===== config.mk =====
export PLATFORM = sky130hd
export DESIGN_NAME = sync_fifo
export DESIGN_NICKNAME = d
export VERILOG_FILES = /design/src/rtl/sync_fifo_pkg.sv /design/src/rtl/sync_fifo_ptr.sv /design/src/rtl/sync_fifo.sv
export SDC_FILE = /design/constraint.sdc
export NUM_CORES = 1
export LEC_CHECK = 0
export BUFFER_PORTS_ARGS = -buffer_cell sky130_fd_sc_hd__clkbuf_2
export CAP_MARGIN = 30
export CORE_MARGIN = 2
export CORE_UTILIZATION = 30
export CTS_CLUSTER_DIAMETER = 30
export DETAILED_ROUTE_END_ITERATION = 8
export MAX_ROUTING_LAYER = met4
export SETUP_SLACK_MARGIN = 0.02
export SLEW_MARGIN = 20
export SYNTH_ARGS = -nofsm -noshare
export SYNTH_HDL_FRONTEND = slang
export SYNTH_SLANG_ARGS = --single-unit

===== constraint.sdc =====
create_clock -name i_clk -period 5.18 [get_ports i_clk]
set_input_delay 0.259 -clock i_clk [delete_from_list [all_inputs] [get_ports i_clk]]
set_output_delay 0.259 -clock i_clk [all_outputs]
set_load 0.1 [all_outputs]

===== src/rtl/sync_fifo_pkg.sv =====
// Shared defaults for the single-clock first-word-fall-through FIFO.
// Width and depth defaults match the UART <-> Morse byte buffering path.
package sync_fifo_pkg;

   localparam int DEFAULT_WORD_BITS = 8;
   localparam int DEFAULT_ADDR_BITS = 4;

endpackage


===== src/rtl/sync_fifo_ptr.sv =====
// FIFO pointer: ADDR_BITS index bits plus one wrap bit, advanced by an increment enable.
// The wrap bit lets full and empty be told apart when the index bits match.
module sync_fifo_ptr
   import sync_fifo_pkg::*;
#(
   parameter int ADDR_BITS = DEFAULT_ADDR_BITS
) (
   input  logic               clk_i,
   input  logic               rst_ni,
   input  logic               inc_i,
   output logic [ADDR_BITS:0] ptr_o
);

   localparam logic [ADDR_BITS:0] PTR_ONE = {{ADDR_BITS{1'b0}}, 1'b1};

   logic [ADDR_BITS:0] ptr_q;
   logic [ADDR_BITS:0] ptr_d;

   always_comb begin
      ptr_d = ptr_q;
      if (inc_i) begin
         ptr_d = ptr_q + PTR_ONE;
      end
   end

   always_ff @(posedge clk_i or negedge rst_ni) begin
      if (!rst_ni) begin
         ptr_q <= '0;
      end else begin
         ptr_q <= ptr_d;
      end
   end

   assign ptr_o = ptr_q;

endmodule


===== src/rtl/sync_fifo.sv =====
// Single-clock first-word-fall-through FIFO with occupancy, almost flags and
// registered one-cycle overflow/underflow pulses. The memory is deliberately not reset.
module sync_fifo
   import sync_fifo_pkg::*;
#(
   parameter int WORD_BITS        = DEFAULT_WORD_BITS,
   parameter int ADDR_BITS        = DEFAULT_ADDR_BITS,
   parameter int ALMOST_FULL_LVL  = (1 << ADDR_BITS) - 1,
   parameter int ALMOST_EMPTY_LVL = 1
) (
   input  logic                 i_clk,
   input  logic                 i_reset,
   input  logic                 i_rd,
   input  logic                 i_wr,
   input  logic [WORD_BITS-1:0] i_wdata,
   output logic                 o_empty,
   output logic                 o_full,
   output logic [WORD_BITS-1:0] o_rdata,
   output logic [ADDR_BITS:0]   o_count,
   output logic                 o_almost_full,
   output logic                 o_almost_empty,
   output logic                 o_overflow,
   output logic                 o_underflow
);

   localparam int DEPTH = 1 << ADDR_BITS;
   localparam logic [ADDR_BITS:0] AF_LVL = ALMOST_FULL_LVL[ADDR_BITS:0];
   localparam logic [ADDR_BITS:0] AE_LVL = ALMOST_EMPTY_LVL[ADDR_BITS:0];

   logic [WORD_BITS-1:0] mem [DEPTH];
   logic [ADDR_BITS:0]   wrPtr;
   logic [ADDR_BITS:0]   rdPtr;
   logic                 isEmpty;
   logic                 isFull;
   logic                 rdAccept;
   logic                 wrAccept;
   logic                 overflow_q;
   logic                 overflow_d;
   logic                 underflow_q;
   logic                 underflow_d;

   assign isEmpty = (wrPtr == rdPtr);
   assign isFull  = (wrPtr[ADDR_BITS-1:0] == rdPtr[ADDR_BITS-1:0]) &&
                    (wrPtr[ADDR_BITS] != rdPtr[ADDR_BITS]);

   // A full FIFO still takes a write when a pop frees the head slot in the same cycle.
   assign rdAccept = i_rd && !isEmpty;
   assign wrAccept = i_wr && (!isFull || rdAccept);

   sync_fifo_ptr #(.ADDR_BITS(ADDR_BITS)) uWrPtr (
      .clk_i  (i_clk),
      .rst_ni (i_reset),
      .inc_i  (wrAccept),
      .ptr_o  (wrPtr)
   );

   sync_fifo_ptr #(.ADDR_BITS(ADDR_BITS)) uRdPtr (
      .clk_i  (i_clk),
      .rst_ni (i_reset),
      .inc_i  (rdAccept),
      .ptr_o  (rdPtr)
   );

   always_ff @(posedge i_clk) begin
      if (wrAccept) begin
         mem[wrPtr[ADDR_BITS-1:0]] <= i_wdata;
      end
   end

   always_comb begin
      overflow_d  = i_wr && isFull && !i_rd;
      underflow_d = i_rd && isEmpty && !i_wr;
   end

   always_ff @(posedge i_clk or negedge i_reset) begin
      if (!i_reset) begin
         overflow_q  <= 1'b0;
         underflow_q <= 1'b0;
      end else begin
         overflow_q  <= overflow_d;
         underflow_q <= underflow_d;
      end
   end

   assign o_empty        = isEmpty;
   assign o_full         = isFull;
   assign o_count        = wrPtr - rdPtr;
   assign o_rdata        = isEmpty ? '0 : mem[rdPtr[ADDR_BITS-1:0]];
   assign o_almost_full  = (o_count >= AF_LVL);
   assign o_almost_empty = (o_count <= AE_LVL);
   assign o_overflow     = overflow_q;
   assign o_underflow    = underflow_q;

endmodule


# == Word level (Yosys, flattened, before mapping) ==
# Memories as Yosys holds them, arrays and structs flattened.
# Cells that the tools add are included.
# op_classes
n_mux,3
reduce_logical,12
n_eq_ne,3
add_sub_neg,3
order_cmp,2
# ops
operator,n
"5-bit by 1-bit adder with 5-bit output, second input constant",2
8-bit 2-to-1 mux,1
1-bit logical AND,7
5-bit equality test,1
"5-bit by 4-bit >= comparator with 1-bit output, second input constant",1
"5-bit by 1-bit <= comparator with 1-bit output, second input constant",1
5-bit subtractor,1
4-bit equality test,1
1-bit zero test,4
1-bit 2-to-1 mux,2
1-bit logical OR,1
1-bit != test,1
# totals
reg_bits,12
elab_cells,28
output_inout_bits,19
mem_count,1
in_bits,12
ram_bits,128
# mem_list
name,depth,width,read_ports,rd_clocked_by_memory_dff,wr,line_no,source
mem,16,8,1,0,1,sync_fifo.sv:30,logic [WORD_BITS-1:0] mem [DEPTH];

# == Depth between registers and ports, before layout ==
# depth
word_depth,7
ltp_mapped,9
ltp_nobuf,8

# == By module ==
# From an unflattened synthesis, not the netlist that was laid out.
# hier_totals
hier_cells,289
hier_area_um2,5750.5
# modules_own_cells
module,seq_area_each_um2,cells_per_inst,area_each_um2,n_inst
sync_fifo,3893.7,261,5350.1,1
sync_fifo_ptr,125.1,14,200.2,2

# == Least setup slack after synthesis ==
# No wires, ideal clock.
# synth_path
path_type,reg-to-output
from,"register uRdPtr.ptr_q[1], in the netlist uRdPtr.ptr_o[1]"
to,output port o_almost_empty
path_stages_with_launch,9
path_buffers,2
path_slack_ps,-2208
required_time_ps,4921
arrival_time_ps,7129
cell_sequence,dfrtp_1 buf_6 buf_2 inv_1 fa_1 a21o_1 a21oi_1 xnor2_1 a2111oi_0
# synth_between
elab_chain_cells,2
# synth_lines
item,line_no,source
from (decl),sync_fifo_ptr.sv:16,logic [ADDR_BITS:0] ptr_q;
from (signal assigned),sync_fifo_ptr.sv:30,ptr_q <= ptr_d;
5-bit subtractor,sync_fifo.sv:87,assign o_count = wrPtr - rdPtr;
via o_count[4],sync_fifo.sv:19,"output logic [ADDR_BITS:0] o_count,"
5-bit by 1-bit <= comparator with 1-bit output,sync_fifo.sv:90,assign o_almost_empty = (o_count <= AE_LVL);
to (decl),sync_fifo.sv:21,"output logic o_almost_empty,"
# The timed path passes the listed nets, and every way through them passes these cells.

# == Final worst setup path ==
# layout_path
from,"register uRdPtr.ptr_q[1], in the netlist uRdPtr.ptr_o[1]"
to,output port o_almost_empty
# layout_between
elab_chain_cells,2
# layout_lines
item,line_no
5-bit subtractor,sync_fifo.sv:87
5-bit by 1-bit <= comparator with 1-bit output,sync_fifo.sv:90
# No other way between the ends.

==> metrics.md <==
| Metric | Value |
|---|---|
| Worst slew pin tran | between 0.8 and 0.9 ns |
| DP HPWL | 7.310 mm |
| Buffers added on ports | 30 |
| Initial core utilization | 0.3077 |
| Critical path class | reg -> out |
| Fillcell total | 1749 |
| Metal2 WL | between 5 and 6 mm |
| Post-synthesis mux area share | 0.1594 |
| Routed Antenna Nets | 0 |
| Kind of end point of the critical path | output port |
| Net Count, Synth | between 300 and 400 |
| Seq/Total Area, Yosys | 0.7175 |
| CP Cell Sequence | buf_4 > inv_1 > ha_1 > nor2b_1 > o21a_1 > or3_1 > a2111oi_2 > clkbuf_2 |
| Post-synthesis compound-gate area fraction | 0.02340 |
| Ys Warns | 0 |
| Final Util | 0.3607 |
| Total Wirelength | 11.49 mm |
| Fin Hold WS | 0.04445 ns |
| Max Cap Viol | 0 |
| CORE AREA | 18770 um2 |
| Synthesized area | 5776 um2 |
| Longest Clk Path Bufs | 2 |
| Remaining DRCs | 0 |
| Grt ovf | 0 |
| Slowest-stage cell, CP | clkbuf_2 |
| Vias per inst | between 4 and 5 |
| Max-slew headroom | 0.4356 |
| Period utilization | 0.6890 |
| Period minus WS final | 3.569 ns |
| CTS tree | yes |
| Die H | 142.8 um |
| GP Congestion | 0.7762 |
| Multi-input logic area | 1539 um2 |
| Status | completed |
| Post-Syn Instances | 300 |
| EDFF count, synth | 128 |
| Synth cell count leaders | edfxtp_1, mux4_2, dfrtp_1, nor2_1 |
| Max stage delay on crit path | 0.51 ns |
| Share of the synthesized area in the top cell type | 0.6655 |
| Flop2flop setup slack | 2.07 ns |
| Final-report setup violation count | 0 |
| Initial DRC count | 218 |
| Hold Fails Final Rpt | 0 |
| Clock Latency Late Sink | approximately 0.41 ns |
| Largest area contributor in the netlist | edfxtp_1 |
| I/O pin cnt | 31 |
| Post-Synth Adder-Cell Area | 0.02296 |
| DR top layer | met4 |
| Worst hold-check path type | in -> reg |
| RSZ-0062 raised after global routing | no |
| Fmax | 280.2 MHz |
| CTS buffer count | 17 |
| Wire length per cell | between 15 and 20 um |
| CTS-repair resized insts | 0 |
| CP Data Required Time | between 4 and 5 ns |
| Final WS setup | between 1.5 and 2 ns |
| Met1 WL | 5.421 mm |
| Vias in the first global route | 3004 |
| Post-synth ARST share | 0.08571 |
| CP arrival | 3.31 ns |
| Met3 WL | 658 um |
| First-pass GRT wire length | between 15 and 20 mm |
| Nets | 365 |
| Syn avg cell area | 19.25 um2 |
| Num rows | 50 |
| Final Max Tran Viols | 0 |
| Area grow syn2layout | 17.22% |
| Most frequent cell after synthesis | edfxtp_1 |
| Primary FF master, synth | edfxtp_1 |
| Largest net degree at the start of global routing | 36 |
| Die W | 142.8 um |
| Global Route Usage Sum | 0.1262 |
| # diodes | 0 |
| Largest family of logic cells by synthesized area | multiplexers |
| Clock sinks | 140 |
| Layout cells sized above 1 | 0.2732 |
| Xor/xnor share of the synthesized area | 0.01668 |
| H-tree level count | 4 |
| Reg area | 4144 um2 |
| Pre-CTS setup slack | 2.008 ns |
| Skew final | 0.007439 ns |
| Clock transition at path regs | approximately 0.060 ns |
| Post-Synth Simple-Gate Area | 0.03769 |
| Total negative setup slack | 0 ns |
| Seq cells post-synth | 140 |
| Startpoint types | register |
| Root buffer cell | clkbuf_16 |
| Via count | between 2000 and 3000 |
| Crit-path max FO | 35 |
| Distinct cells, synth | 40 |
| Die ar. | 20380 um2 |
| Initial antenna violation count | 0 |
| Dominant cells by area after synthesis | edfxtp_1, mux4_2, dfrtp_1, mux4_1, ha_1 |
| Drt pass-1 iters | 4 |
## sequential cells by signal, summed over array words and instances (netlist names)
register	count
uRdPtr.ptr_o	5
uWrPtr.ptr_o	5
o_overflow	1
mem	128
o_underflow	1
## metrics by stage
step | cells | instance area, um2
final | 589 | 6770
after global routing | 589 | 6770
after CTS | 588 | 6763
after detailed placement | 556 | 6212
after global placement | 556 | 6212
after floorplan | 300 | 5812
## final timing paths
check / from / end / cells after the start
hold reg to reg: uWrPtr.ptr_o[4] / uWrPtr.ptr_o[4] / 1
setup reg to reg: uRdPtr.ptr_o[1] / mem[6][5] / 7
min in group asynchronous: i_reset / o_underflow / 2
setup / recovery: uRdPtr.ptr_o[1] / o_almost_empty / 8
hold / removal: i_wr / o_underflow / 2
max in group asynchronous: i_reset / uRdPtr.ptr_o[2] / 2
## placed cells by master, fill, tap and decap left out, drive strengths merged, types with 9 or more instances in the layout
cell	netlist	layout
inv	9	10
nand2	10	10
ha	9	9
o21ai	9	9
dfrtp	12	12
clkbuf	4	52
xnor2	10	10
edfxtp	128	128
mux4	32	32
nor2	12	12
## metal layers
metal  GRT usage  up-vias
met2      0.1903       69
met3     0.04359        4
met4     0.04065        0
li1            -     1288
met1      0.1609     1457
met5           -        -
## cell families (layout without fill, tap and decap cells)
logic type / Yosys count / in the layout
fa+ha+maj: 10 / 10
compound gates: 23 / 23
simple gates: 44 / 44
xor+xnor: 11 / 11
mux: 48 / 48
flops: 140 / 140
buf+inv: 24 / 79
## worst max-delay path: cells and delay by family (launching register included)
family                     cells  cell delay (ns)
AOI/OAI and AO/OA              2             0.55
buffers and inverters          3             1.15
DFF                            1             0.32
and+or+nand+nor                2             0.50
adders and majority gates      1             0.35
## repair_timing
item                                   CTS  global route
endpoints found under the hold margin   12             0
setup buffers                            0             0
hold buffers                             1             0
## final cells by class
type                    instances  area share
repair buffers                 39     0.03253
clock inverters                 9     0.01423
inverters                       9    0.004990
flip-flops and latches        140      0.6121
well taps                     234     0.04325
multi-input cells             136      0.2273
clock buffers                  22     0.06561
Power is left out: the tool's default activity adds up to more than one toggle a clock period on the data nets, which glitch-free logic cannot reach.
